File: config.mk
export PLATFORM = sky130hd
export DESIGN_NAME = axis_interpolator
export DESIGN_NICKNAME = d
export VERILOG_FILES = /design/src/rtl/axis_ad7276_pkg.sv /design/src/rtl/axis_interpolator.sv
export SDC_FILE = /design/constraint.sdc
export NUM_CORES = 1
export LEC_CHECK = 0
export CORE_UTILIZATION = 54
export DETAILED_ROUTE_END_ITERATION = 10
export MAX_ROUTING_LAYER = met4
export PLACE_DENSITY = 0.8
export SKIP_CTS_REPAIR_TIMING = 1
export SLEW_MARGIN = 20
export SYNTH_ARGS = -nofsm -noshare
export SYNTH_HDL_FRONTEND = slang
export SYNTH_SLANG_ARGS = --single-unit
File: constraint.sdc
create_clock -name clk -period 2.3 [get_ports clk]
set_input_delay 0.23 -clock clk [delete_from_list [all_inputs] [get_ports clk]]
set_output_delay 0.23 -clock clk [all_outputs]
set_load 0.005 [all_outputs]
File: src/rtl/axis_ad7276_pkg.sv
// Shared definitions for the AD7276 stream path (interpolator and decimator).
// Holds the emit FSM state type and the default datapath widths.
package axis_ad7276_pkg;

    typedef enum logic {
        IDLE = 1'b0,
        EMIT = 1'b1
    } state_t;

    localparam int unsigned AD7276_DATA_WIDTH  = 12;
    localparam int unsigned AD7276_RATIO_WIDTH = 32;

endpackage

File: src/rtl/axis_interpolator.sv
// AXI-Stream upsampler: each accepted sample is emitted interp_reg+1 times.
// Define INTERP_ZERO_STUFF_EN to zero-stuff beats 2..N instead of sample-and-hold.
module axis_interpolator
    import axis_ad7276_pkg::*;
#(
    parameter int unsigned DATA_WIDTH  = AD7276_DATA_WIDTH,
    parameter int unsigned RATIO_WIDTH = AD7276_RATIO_WIDTH
) (
    input  logic                   clk,
    input  logic                   rst_n,
    input  logic [RATIO_WIDTH-1:0] interp_reg,
    input  logic [DATA_WIDTH-1:0]  s_axis_tdata,
    input  logic                   s_axis_tvalid,
    output logic                   s_axis_tready,
    output logic [DATA_WIDTH-1:0]  m_axis_tdata,
    output logic                   m_axis_tvalid,
    input  logic                   m_axis_tready,
    output logic                   m_axis_tlast,
    output logic                   busy
);

    state_t                 state;
    state_t                 state_nxt;
    logic [RATIO_WIDTH-1:0] cnt;
    logic [RATIO_WIDTH-1:0] ratio_lat;
    logic [DATA_WIDTH-1:0]  hold_reg;
    logic [DATA_WIDTH-1:0]  fill_data;
    logic                   last;
    logic                   accept;
    logic                   out_hs;

    // cnt stops at ratio_lat, so an all-ones ratio never wraps before last.
    assign last          = (cnt == ratio_lat);
    assign m_axis_tvalid = (state == EMIT);
    assign m_axis_tlast  = m_axis_tvalid & last;
    assign busy          = m_axis_tvalid;
    assign s_axis_tready = !m_axis_tvalid | (m_axis_tready & last);
    assign accept        = s_axis_tvalid & s_axis_tready;
    assign out_hs        = m_axis_tvalid & m_axis_tready;

`ifdef INTERP_ZERO_STUFF_EN
    assign fill_data = '0;
`else
    assign fill_data = hold_reg;
`endif

    always_ff @(posedge clk) begin
        if (!rst_n) begin
            state <= IDLE;
        end else begin
            state <= state_nxt;
        end
    end

    always_comb begin
        state_nxt = state;
        case (state)
            IDLE:    if (accept) state_nxt = EMIT;
            EMIT:    if (out_hs && last && !accept) state_nxt = IDLE;
            default: state_nxt = IDLE;
        endcase
    end

    always_ff @(posedge clk) begin
        if (!rst_n) begin
            cnt          <= '0;
            ratio_lat    <= '0;
            hold_reg     <= '0;
            m_axis_tdata <= '0;
        end else if (accept) begin
            hold_reg     <= s_axis_tdata;
            m_axis_tdata <= s_axis_tdata;
            ratio_lat    <= interp_reg;
            cnt          <= '0;
        end else if (out_hs && !last) begin
            cnt          <= cnt + 1'b1;
            m_axis_tdata <= fill_data;
        end
    end

endmodule

# Yosys cells after proc, flatten, opt, wreduce, memory -nomap -nowiden
# Cells that the tools add are included.
# op_classes
add_sub_neg	1
n_eq_ne	1
mux	5
bitwise_logic	7
n_reduce_logical	8
# op_table
op	n
32-bit by 1-bit adder with 32-bit output (second input constant)	1
32-bit == test	1
12-bit 2-to-1 mux	2
1-bit bitwise AND	4
1-bit logical AND	3
1-bit logical NOT	3
1-bit 2-to-1 mux	2
1-bit NOT	2
1-bit case mux with 2 select lines	1
2-bit nonzero test	1
2-bit OR reduction	1
1-bit OR	1
# totals
register_bits	89
in_bits	48
out_inout_bits	16
word_cells	27

# Logic depth before layout (Yosys ltp)
# Gate-level depths: netlist of run 1.
# depth
ltp_word	8
ltp_mapped	10
mapped_depth_nobuf	7

# Worst setup path after synthesis of run 1
# Ideal clock, no wire load.
# synth_path
kind	register to register
from	register cnt[22]
to	register m_axis_tdata[10]
setup_time_ns	0.119
t_arrival_ns	1.936
required_time_ns	2.181
setup_slack_ns	0.245
stages_incl_launch_ff	11
n_path_buf	3
period_less_slack_ns	2.055
path_cell_list	dfxtp_1 > buf_2 > xor2_1 > nor4_1 > nand4_1 > buf_2 > o31a_4 > inv_2 > nand2_2 > buf_6 > o221a_1
# synth_via
elab_chain_cells	5
elab_cells_between_ends	8
cone_classes	eq/ne: 1; mux: 1; bitwise: 3; reduce/logical: 3
# synth_rtl
element	line_no	rtl
start: declaration	axis_interpolator.sv:24	logic [RATIO_WIDTH-1:0] cnt;
start signal: assignment	axis_interpolator.sv:76	cnt <= cnt + 1'b1;
32-bit == test *	axis_interpolator.sv:33	assign last = (cnt == ratio_lat);
1-bit bitwise AND *	axis_interpolator.sv:37	assign s_axis_tready = !m_axis_tvalid | (m_axis_tready & last);
1-bit OR *	axis_interpolator.sv:37	
net s_axis_tready	axis_interpolator.sv:14	output logic s_axis_tready,
1-bit bitwise AND *	axis_interpolator.sv:38	assign accept = s_axis_tvalid & s_axis_tready;
12-bit 2-to-1 mux or 2-bit nonzero test (tied branches)	--	
end signal: assignment	axis_interpolator.sv:72	m_axis_tdata <= s_axis_tdata;
end signal: assignment	axis_interpolator.sv:77	m_axis_tdata <= fill_data;
end: declaration	axis_interpolator.sv:15	output logic [DATA_WIDTH-1:0] m_axis_tdata,
# The timed path passes the listed nets; every way through them passes the cells marked *.
# A chain may end at the register's enable or synchronous reset.

# Worst setup path after layout of run 1
# layout_path
from	register ratio_lat[10]
to	output port s_axis_tready
# layout_via
elab_chain_cells	3
# layout_rtl
element	line_no	rtl
start: declaration	axis_interpolator.sv:25	logic [RATIO_WIDTH-1:0] ratio_lat;
start signal: assignment	axis_interpolator.sv:73	ratio_lat <= interp_reg;
32-bit == test	axis_interpolator.sv:33	
1-bit bitwise AND	axis_interpolator.sv:37	
1-bit OR	axis_interpolator.sv:37	
end: declaration	axis_interpolator.sv:14	
# Every way passes these cells.

==> results.rst, run 1 <==
.. list-table::
   :header-rows: 1

   * - Metric
     - Value
   * - Status
     - complete, but fails checks
   * - Violated checks
     - negative setup slack
   * - Hold Startpoint
     - rst_n
   * - Routed vias/inst
     - 5.797
   * - Delay contributed by the slowest stage of the critical path
     - 360 ps
   * - Post-DP HPWL
     - 7.154 mm
   * - Setup CP Type
     - register to output port
   * - Biggest area contributors in the synthesized netlist
     - dfxtp_1 (42%), mux2i_1 (11%), nand2_1 (8.5%), xor2_1 (7.4%), a21oi_1 (2.8%)
   * - Simple-Gate Fraction of Synth Area
     - 0.1978
   * - Number of clock sinks
     - 89
   * - Num ports
     - 64
   * - Synthesized netlist cell count
     - 468
   * - Total standard cell area after synthesis
     - 4264 um2
   * - Max-capacitance violation count
     - 0
   * - Highest net fanout along the worst path
     - 3
   * - IR drop worst, VDD
     - 0.4571 mV
   * - Switching power share of the total
     - 0.2609
   * - Initial core utilization
     - 0.5547
   * - Leak pwr
     - 0.002174 uW
   * - Slowest stage cell, crit path
     - nor4_2
   * - Final global-route overflow total
     - 0
   * - Combinational Power Share
     - 0.150
   * - Clock Latency Late Sink
     - 370 ps
   * - Average cell area after synthesis
     - 9.111 um2
   * - Proportion of power drawn by the clock network
     - 0.341
   * - Number of synthesis warnings
     - 0
   * - CTS clk-pin slew, worst paths
     - 90 ps
   * - Number of DRC markers in iteration 0
     - 248
   * - Internal power
     - approximately 2400 uW
   * - Master cell of the clock root buffer
     - clkbuf_8
   * - Highest clock rate
     - 0.4285 GHz
   * - Arrival time at the worst endpoint
     - ~2100 ps
   * - Chain of cells forming the critical path
     - xor2_1 -> nor4_2 -> nand4_1 -> buf_4 -> o31a_4 -> inv_2 -> dlymetal6s2s_1
   * - Top cell type by total area after synthesis
     - dfxtp_1
   * - Area of all placed cells without fillers
     - 5396 um2
   * - Fraction of final layout cells with drive strength greater than 1
     - 0.1293
   * - Final worst path period need
     - 2334 ps
   * - H-tree level count
     - 3
   * - CTS tree
     - done
   * - Net Count, Synth
     - 517
   * - Vias in the first global route
     - 3,523
   * - Top FF cell, synth
     - dfxtp_1
   * - Multi-input combinational cell area
     - 2287 um2
   * - Worst min-delay path category
     - input pin to register
   * - CTS max path bufs
     - 2
   * - Placement Setup Slack
     - -70.13 ps
   * - Core area
     - between 7000 and 8000 um2
   * - Unrepaired setup endpoints after global routing
     - yes
   * - Post-route clock skew
     - 9.387 ps
   * - Final cycle utilization of the critical path
     - 1.015
   * - Net Sw Power
     - 854.1 uW
   * - Wire length of the first global-routing pass
     - ~17 mm
   * - Number of enable flip-flop cells after synthesis
     - 0
   * - Chip width
     - 90.86 um
   * - Worst path setup slack after routing
     - -33.74 ps
   * - Critical path startpoint
     - ratio_lat[10]
   * - Hold-critical path endpoint
     - fill_data[11]
   * - Remaining DRCs
     - 0
   * - Distinct cell type count of the synthesized netlist
     - 40
   * - Sequential group share of total power
     - 0.509
   * - Final count of negative-setup-slack endpoints
     - 17
   * - Logic depth of the worst register-to-register path
     - 9
   * - Number of placement rows
     - 32
   * - Endpoint of the most critical register-to-register path
     - fill_data[8]
   * - Most used standard cells in the synthesized netlist
     - nand2_1 (96), dfxtp_1 (89), mux2i_1 (45), xor2_1 (36), a21oi_1 (24)
   * - Required @ worst endpoint
     - 2070 ps
   * - Drt pass-1 iters
     - 5
   * - Final routed wire length divided by cell count
     - 16.07 um
   * - Sequential cell area
     - 1788 um2
   * - Origin of the critical flop-to-flop path
     - ratio_lat[10]
   * - Final antenna-violating net count
     - 0
   * - Hold Crit Depth
     - 3
   * - Ratio of total power to cell area
     - 606.6 nW/um2
   * - Placer congestion estimate
     - 0.8338
   * - Cell with the most instances after synthesis
     - nand2_1
   * - Worst max-slew margin expressed relative to the limit
     - 0.5959
   * - Port-buffer cells
     - 63
   * - Layout Area Growth over Synthesis
     - 26.56%
   * - Nets
     - 593
   * - Post-synthesis compound-gate area fraction
     - 0.1417
   * - Inserted Diodes
     - 0
   * - Number of antenna violations at the first check in global routing
     - 0
   * - Number of fillers in the final layout
     - 591
   * - Final count of hold timing violations
     - 0
   * - Proportion of synthesized flip-flops having asynchronous set or reset
     - 0
   * - Total GRT Usage
     - 0.2598
   * - Total cell area at the placement stage
     - 5090 um2
   * - Yosys top cell area share
     - 0.4178
   * - Arithmetic-cell share of the synthesized area counting full adders, half adders and majority gates
     - 0.002934
   * - Total via count after detailed routing
     - 3,774
   * - Sequential cell area fraction in the yosys report
     - 0.4178
   * - Category of the worst setup path launch point
     - register
   * - CTS buffer count
     - 9
   * - Pin count of the biggest net entering global routing
     - 49
   * - Critical path endpoint category
     - output port
   * - Portion of netlist area occupied by mux cells
     - 0.1056
   * - Post-synthesis register bit count
     - 89
   * - Transition time at the pin with the least slew margin
     - 606.1 ps
   * - Worst reg-to-reg setup slack
     - -30 ps
   * - Max Slew Vio Count
     - 0
   * - Vertical die dimension
     - 90.86 um
   * - WL final
     - 10.46 mm
   * - Combinational family with the most area after synthesis
     - simple AND/OR/NAND/NOR gates
   * - Die Area
     - 8256 um2
   * - Fraction of synthesized cell area in xor and xnor cells
     - 0.08011
==> power groups by stage <==
| stage | Clock [uW] | Combinational, uW | Sequential [uW] |
|---|---|---|---|
| 2_1_floorplan | 0 | 261 | 1690 |
| 3_3_place_gp | 0 | 449 | 1700 |
| 3_5_place_dp | 0 | 459 | 1700 |
| 4_1_cts | 1120 | 461 | 1670 |
| 5_1_grt | 1190 | 529 | 1680 |
| 6_report | 1120 | 490 | 1670 |
==> cell type report <==
type | count | share of cell area
Clock buffer | 10 | 0.02550
Clock inverter | 6 | 0.01252
Inverter | 6 | 0.004173
Multi-Input combinational cell | 342 | 0.4238
Sequential cell | 89 | 0.3313
Tap cell | 102 | 0.02365
Timing Repair Buffer | 96 | 0.1790
==> flip-flops by register name, summed over array words and instances, names as in the netlist <==
signal / cells
busy: 1
cnt: 32
fill_data: 12
m_axis_tdata: 12
ratio_lat: 32
==> through the flow <==
| step | power [uW] | cells | TNS (ps) | hold WS [ps] | utilization |
|---|---|---|---|---|---|
| finish | 3273 | 651 | -227.8 | 383.4 | 0.7020 |
| global route | 3392 | 651 | -7701 | 408.1 | 0.7020 |
| CTS | 3249 | 647 | -2062 | 375.5 | 0.6888 |
| detailed placement | 2158 | 631 | -808.0 | 450.3 | 0.6621 |
| global placement | 2148 | 631 | -1.918 | 443.3 | 0.6621 |
| floorplan | 1950 | 468 | 0 | 372.1 | - |
==> worst max path at each step <==
stage / to / slack [ps] / depth (start not counted)
3_5_place_dp: m_axis_tdata[0] / -70 / 7
3_3_place_gp: m_axis_tlast / -2 / 7
4_1_cts: m_axis_tlast / -450 / 6
2_1_floorplan: m_axis_tdata[10] / 250 / 10
6_report: s_axis_tready / -30 / 7
5_1_grt: ratio_lat[5] / -190 / 9
==> layer usage <==
| layer | wire length (um) | global-route usage | share of wire |
|---|---|---|---|
| met2 | 5095 | 0.4236 | 0.49 |
| met3 | 585 | 0.03535 | 0.056 |
| met4 | 218 | 0.1071 | 0.021 |
| met5 | 0 | - | 0 |
| met1 | 4564 | 0.3242 | 0.44 |
==> layout by cell type, fill, tap and decap left out, types with 2 or more instances in the layout <==
cell and count:
and3_1 5, clkinv_4 2, xnor2_1 3, dfxtp_2 5, o21ai_0 12, buf_12 5, o21a_1 12, nand2_1 96
clkdlybuf4s50_1 60, o31ai_1 12, o221a_1 10, or3_1 13, o21ai_1 2, a21oi_1 24, nand3_1 12, xor2_1 36
o21ai_2 2, o2111ai_1 3, and4_1 5, clkbuf_8 10, o211ai_1 3, mux2i_1 45, and2_1 2, nand4_1 6
buf_6 4, buf_4 23, inv_1 5, nor2_1 7, buf_2 2, dfxtp_1 84, nor4_2 4, nor4_1 4
nor2b_1 2, clkinvlp_4 2, or4_1 12, o221a_2 2
==> critical path, delay by kind of cell, from the launching register on <==
kind,cells,cell delay (ps)
AO/OA/AOI/OAI,1,290
flip-flops,1,330
XOR/XNOR,1,170
buffers and inverters,3,380
AND/OR/NAND/NOR,2,560
==> kinds of logic after synthesis <==
logic type / count (synthesis)
AND/OR/NAND/NOR: 172
flip-flops: 89
AO/OA/AOI/OAI: 85
multiplexers: 45
XOR/XNOR: 39
buffers and inverters: 37
adder cells (fa/ha/maj): 1
(Power assumes the default switching activity.)
==> run 2, diff against run 1 <==
--- a/config.mk
+++ b/config.mk
@@ -6,6 +6,7 @@
 export NUM_CORES = 1
 export LEC_CHECK = 0
 export CORE_UTILIZATION = 54
+export CTS_BUF_LIST = sky130_fd_sc_hd__clkbuf_16
 export DETAILED_ROUTE_END_ITERATION = 10
 export MAX_ROUTING_LAYER = met4
 export PLACE_DENSITY = 0.8
==> results.rst, run 2 (synthesized netlist as in run 1, its figures left out) <==
.. list-table::
   :header-rows: 1

   * - Metric
     - Value
   * - Number of DRC markers in iteration 0
     - 274 (+10%)
   * - Max-capacitance violation count
     - 0 (unchanged)
   * - Routed vias/inst
     - 5.823 (+0.44%)
   * - Worst path setup slack after routing
     - -54.26 ps (-20.52 ps)
   * - Vias in the first global route
     - 3,579 (+1.6%)
   * - Most common library cell in the layout ignoring fill and taps
     - nand2_1
   * - Vertical die dimension
     - 90.86 um (unchanged)
   * - Number of clock sinks
     - 89 (unchanged)
   * - WL final
     - 10.61 mm (+1.4%)
   * - Switching power share of the total
     - 0.2477 (-0.01321)
   * - Setup CP Type
     - register to register
   * - Worst min-delay path category
     - input pin to register
   * - Drt pass-1 iters
     - 5 (unchanged)
   * - Die Area
     - 8256 um2 (unchanged)
   * - Port-buffer cells
     - 63 (unchanged)
   * - Finished Core Util
     - 0.7127 (+0.01074)
   * - CTS clk-pin slew, worst paths
     - 70 ps (-20 ps)
   * - Highest net fanout along the worst path
     - 15 (+12)
   * - Final count of negative-setup-slack endpoints
     - 27 (+10)
   * - Highest-count cells in the layout ignoring fill and taps
     - nand2_1 (96), dfxtp_1 (87), clkdlybuf4s50_1 (60), mux2i_1 (45), xor2_1 (35)
   * - CTS buffer count
     - 9 (unchanged)
   * - Biggest registers after layout
     - cnt (32), ratio_lat (32)
   * - H-tree level count
     - 3 (unchanged)
   * - Setup Total Neg Slack
     - -558.9 ps (-331.1 ps)
   * - Number of placement rows
     - 32 (unchanged)
   * - Internal power
     - 2720 uW (+12%)
   * - Net Sw Power
     - 895.9 uW (+4.9%)
   * - Num ports
     - 64 (unchanged)
   * - Sequential group share of total power
     - 0.462 (-0.047)
   * - Final worst path period need
     - 2354 ps (+20.52 ps)
   * - Final routed wire length divided by cell count
     - 16.34 um (+1.7%)
   * - Remaining DRCs
     - 0 (unchanged)
   * - CTS tree
     - done
   * - Category of the worst setup path launch point
     - register
   * - IR drop worst, VDD
     - 0.4802 mV (+5.1%)
   * - Fraction of final layout cells with drive strength greater than 1
     - 0.1170 (-0.01232)
   * - Combinational Power Share
     - 0.133 (-0.017)
   * - Total cell area at the placement stage
     - 5090 um2 (unchanged)
   * - Transition time at the pin with the least slew margin
     - 621.9 ps (+15.76 ps)
   * - Number of antenna violations at the first check in global routing
     - 0 (unchanged)
   * - Critical path endpoint category
     - register
   * - Final cycle utilization of the critical path
     - 1.024 (+0.008922)
   * - Inserted Diodes
     - 0 (unchanged)
   * - Wire length of the first global-routing pass
     - 16.73 mm (+1.0%)
   * - Post-route clock skew
     - 8.340 ps (-1.047 ps)
   * - Final antenna-violating net count
     - 0 (unchanged)
   * - Status
     - complete, but fails checks
   * - Violated checks
     - negative setup slack
   * - Number of fillers in the final layout
     - 574 (-2.9%)
   * - Max Slew Vio Count
     - 0 (unchanged)
   * - Proportion of power drawn by the clock network
     - 0.405 (+0.064)
   * - Area of all placed cells without fillers
     - 5479 um2 (+1.5%)
   * - Final count of hold timing violations
     - 0 (unchanged)
   * - Post-DP HPWL
     - 7.154 mm (unchanged)
   * - Placer congestion estimate
     - 0.8338 (unchanged)
   * - Leak pwr
     - 0.002220 uW (+2.1%)
   * - Final standard cell count with taps included and fillers excluded
     - 649 (-0.31%)
   * - Post-Place Cells
     - 631 (unchanged)
   * - Unrepaired setup endpoints after global routing
     - yes
   * - Initial core utilization
     - 0.5547 (unchanged)
   * - Ratio of total power to cell area
     - 660.0 nW/um2 (+8.8%)
   * - Arrival time at the worst endpoint
     - 2620 ps (+520 ps)
   * - Layout Area Growth over Synthesis
     - 28.49%
   * - Final global-route overflow total
     - 0 (unchanged)
   * - Total GRT Usage
     - 0.2635 (+0.003683)
   * - Worst max-slew margin expressed relative to the limit
     - 0.5854 (-0.01051)
   * - Pin count of the biggest net entering global routing
     - 49 (unchanged)
   * - Highest clock rate
     - 0.4248 GHz (-0.87%)
   * - Clock Latency Late Sink
     - 340 ps (-30 ps)
   * - Required @ worst endpoint
     - 2570 ps (+500 ps)
   * - Nets
     - 591 (-0.34%)
   * - Chip width
     - 90.86 um (unchanged)
   * - CTS max path bufs
     - 2 (unchanged)
   * - Total via count after detailed routing
     - 3,779 (+0.13%)
   * - Master cell of the clock root buffer
     - clkbuf_16
   * - Core area
     - 7687 um2 (unchanged)
## run 2: cell types whose count changed in the layout (fill, tap and decap cells not counted)
cell            before  now
xor2_1              36   35
dfxtp_1             84   87
clkbuf_8            10    0
nor3_2               1    0
xor2_2               0    1
clkinv_1             0    1
buf_4               23   21
dlymetal6s2s_1       1    2
dfxtp_2              5    2
clkbuf_16            1   10
nor3_1               0    1
buf_2                2    1
## run 2: worst max-delay path, cell delays in order (launching register included)
cell	delay, ps
dfxtp_2	340
xor2_2	190
nor4_2	330
buf_4	160
nand4_1	140
o31a_4	390
buf_6	140
nor2_8	180
buf_12	200
mux2i_1	210
## run 2: layout make-up
type	instances	area (um2)	area share
multi-input cells	342	2290	0.4179
well taps	102	127.6	0.02329
repair buffers	94	958.4	0.1749
inverters	6	22.52	0.004111
flip-flops and latches	89	1784	0.3256
clock inverters	7	71.32	0.01302
clock buffers	9	225.2	0.04111
## run 2: power by group through the flow
stage / clock network [uW] / registers [uW] / logic, uW
floorplan: 0 / 1690 / 261
global placement: 0 / 1700 / 449
detailed placement: 0 / 1700 / 459
CTS: 1470 / 1670 / 462
global route: 1540 / 1680 / 521
finish: 1460 / 1670 / 483
## run 2: path summary, 6_finish.rpt
| check | start | end | slack, ps | cells after the start |
|---|---|---|---|---|
| max reg2reg | cnt[27] | fill_data[8] | -50 | 9 |
| max | cnt[27] | fill_data[8] | -50 | 9 |
| min reg2reg | fill_data[11] | fill_data[11] | 460 | 2 |
| min | rst_n | fill_data[2] | 410 | 3 |
## run 2: per-stage QoR
step / worst slack, ps / hold slack [ps] / total power [uW]
floorplan: 245.1 / 372.1 / 1950
global route: -197.7 / 434.4 / 3742
CTS: -412.4 / 402.1 / 3603
finish: -54.26 / 408.0 / 3616
global placement: -1.918 / 443.3 / 2148
detailed placement: -70.13 / 450.3 / 2158
## run 2: per-layer routing
layer,vias up,share of wire,track usage
li1,1818,-,-
met1,1805,0.43,0.3190
met2,135,0.49,0.4388
met3,21,0.054,0.05051
met4,0,0.018,0.09127
met5,-,0,-
==> run 3, diff against run 2 <==
--- a/config.mk
+++ b/config.mk
@@ -5,6 +5,7 @@
 export SDC_FILE = /design/constraint.sdc
 export NUM_CORES = 1
 export LEC_CHECK = 0
+export CORE_ASPECT_RATIO = 1.25
 export CORE_UTILIZATION = 54
 export CTS_BUF_LIST = sky130_fd_sc_hd__clkbuf_16
 export DETAILED_ROUTE_END_ITERATION = 10
==> results.rst, run 3 (synthesized netlist as in run 1, its figures left out) <==
.. list-table::
   :header-rows: 1

   * - Metric
     - Value
   * - Status
     - complete, but fails checks
   * - Violated checks
     - negative setup slack
   * - WL final
     - 10.79 mm (+1.7%)
   * - CTS clk-pin slew, worst paths
     - 60 ps (about the same)
   * - Nets
     - 602 (+1.9%)
   * - Placer congestion estimate
     - 0.8974 (+7.6%)
   * - Worst max-slew margin expressed relative to the limit
     - 0.7676 (+0.1822)
   * - Die Area
     - 8258 um2 (about the same)
   * - Master cell of the clock root buffer
     - clkbuf_16
   * - Final antenna-violating net count
     - 0 (unchanged)
   * - Logic depth of the worst register-to-register path
     - 9 (unchanged)
   * - Leak pwr
     - 0.002268 uW (+2.1%)
   * - Net Sw Power
     - 876.1 uW (-2.2%)
   * - Number of clock sinks
     - 89 (unchanged)
   * - Biggest registers after layout
     - cnt (32), ratio_lat (32)
   * - Area of all placed cells without fillers
     - 5584 um2 (+1.9%)
   * - Final count of hold timing violations
     - 0 (unchanged)
   * - Highest clock rate
     - 0.4148 GHz (-2.3%)
   * - Arrival time at the worst endpoint
     - 2670 ps (+50 ps)
   * - Chip width
     - 81.48 um (-10%)
   * - Final global-route overflow total
     - 0 (unchanged)
   * - Routed vias/inst
     - 5.844 (+0.37%)
   * - Final worst path period need
     - 2411 ps (+56.32 ps)
   * - Setup CP Type
     - register to register
   * - Remaining DRCs
     - 0 (unchanged)
   * - Wire length of the first global-routing pass
     - 16.79 mm (+0.37%)
   * - Number of antenna violations at the first check in global routing
     - 0 (unchanged)
   * - Total GRT Usage
     - 0.2763 (+0.01279)
   * - Port-buffer cells
     - 63 (unchanged)
   * - Final cycle utilization of the critical path
     - 1.048 (+0.02449)
   * - Drt pass-1 iters
     - 4 (-1)
   * - Internal power
     - 2845 uW (+4.6%)
   * - Final routed wire length divided by cell count
     - 16.62 um (+1.7%)
   * - Final count of negative-setup-slack endpoints
     - 60 (+120%)
   * - CTS max path bufs
     - 2 (unchanged)
   * - Hold Crit Depth
     - 3 (unchanged)
   * - Layout Area Growth over Synthesis
     - 30.96%
   * - Max-capacitance violation count
     - 0 (unchanged)
   * - IR drop worst, VDD
     - 0.5919 mV (+23%)
   * - Clock Latency Late Sink
     - 340 ps (about the same)
   * - Unrepaired setup endpoints after global routing
     - yes
   * - Worst min-delay path category
     - input pin to register
   * - Post-route total power
     - 3721 uW (+2.9%)
   * - Number of placement rows
     - 35 (+9.4%)
   * - Switching power share of the total
     - 0.2354 (-0.01228)
   * - Total cell area at the placement stage
     - 5142 um2 (+1.0%)
   * - Total via count after detailed routing
     - 3,793 (+0.37%)
   * - Highest-count cells in the layout ignoring fill and taps
     - nand2_1 (96), dfxtp_1 (88), clkdlybuf4s50_1 (60), mux2i_1 (42), xor2_1 (34)
   * - Category of the worst setup path launch point
     - register
   * - Proportion of power drawn by the clock network
     - 0.413 (+0.008)
   * - Critical path endpoint category
     - register
   * - Initial core utilization
     - 0.5694 (+0.01474)
   * - Vias in the first global route
     - 3,595 (+0.45%)
   * - Post-DP HPWL
     - 7.406 mm (+3.5%)
   * - Most common library cell in the layout ignoring fill and taps
     - nand2_1
   * - Num ports
     - 64 (unchanged)
   * - CTS buffer count
     - 9 (unchanged)
   * - Ratio of total power to cell area
     - 666.4 nW/um2 (+0.96%)
   * - Inserted Diodes
     - 0 (unchanged)
   * - Sequential group share of total power
     - 0.446 (-0.016)
   * - Highest net fanout along the worst path
     - 17 (+2)
   * - Required @ worst endpoint
     - 2560 ps (about the same)
   * - Post-route clock skew
     - 7.497 ps (-0.8430 ps)
   * - Number of DRC markers in iteration 0
     - 223 (-19%)
   * - Core area
     - 7488 um2 (-2.6%)
   * - Combinational Power Share
     - 0.141 (+0.008)
   * - Vertical die dimension
     - 101.4 um (+12%)
   * - Setup Total Neg Slack
     - -2637 ps (-2078 ps)
   * - Pin count of the biggest net entering global routing
     - 89 (+82%)
   * - Transition time at the pin with the least slew margin
     - 348.6 ps (-273.3 ps)
   * - Worst path setup slack after routing
     - -110.6 ps (-56.32 ps)
   * - H-tree level count
     - 3 (unchanged)
   * - Max Slew Vio Count
     - 0 (unchanged)
   * - CTS tree
     - done
   * - Fraction of final layout cells with drive strength greater than 1
     - 0.1400 (+0.02303)
## run 3: changes by cell type in the layout (fill, tap and decap cells not counted), sizes merged
cell / before / now
clkinv: 4 / 2
clkinvlp: 2 / 1
buf: 31 / 42
dlymetal6s2s: 2 / 1
bufinv: 1 / 2
inv: 6 / 7
clkbuf: 10 / 11
## run 3: layout make-up
class | instances | area (um2)
inverters | 6 | 22.52
fillers | 505 | 1904
clock buffers | 9 | 225.2
well taps | 92 | 115.1
clock inverters | 6 | 85.08
repair buffers | 105 | 1042
multi-input cells | 342 | 2308
flip-flops and latches | 89 | 1785
## run 3: power by group through the flow
stage	Sequential (uW)	Clock, uW	Combinational [uW]
floorplan	1690	0	261
global placement	1690	0	472
detailed placement	1690	0	479
CTS	1660	1550	485
global route	1670	1620	560
finish	1660	1540	524
## run 3: critical path, cell delays in order (launching register included)
cell     delay (ps)
dfxtp_4         370
xor2_1          170
nor4_2          320
nand4_1         220
buf_4           200
o31a_4          290
buf_6           130
nor2_8          180
buf_12          210
mux2i_1         230
## run 3: routing by layer
metal	vias to the layer above	wire length, um	global-route usage
met2	108	5496	0.4513
met3	31	418	0.05405
met5	-	0	-
met1	1820	4512	0.3202
li1	1834	-	-
met4	0	360	0.1319
## run 3: worst paths after layout
check / startpoint / end / slack, ps
max reg2reg: cnt[28] / ratio_lat[22] / -110
min reg2reg: fill_data[4] / fill_data[4] / 460
max: cnt[28] / ratio_lat[22] / -110
min: rst_n / ratio_lat[12] / 330
## run 3: stage by stage
| step | cells | util | setup WS [ps] | hold WS [ps] |
|---|---|---|---|---|
| 5_1_grt | 649 | 0.7457 | -176.4 | 333.3 |
| 6_report | 649 | 0.7457 | -110.6 | 331.7 |
| 4_1_cts | 643 | 0.7282 | -449.0 | 319.8 |
| 3_3_place_gp | 628 | 0.6867 | 30.75 | 442.2 |
| 2_1_floorplan | 468 | - | 245.1 | 372.1 |
| 3_5_place_dp | 628 | 0.6867 | 14.47 | 452.3 |
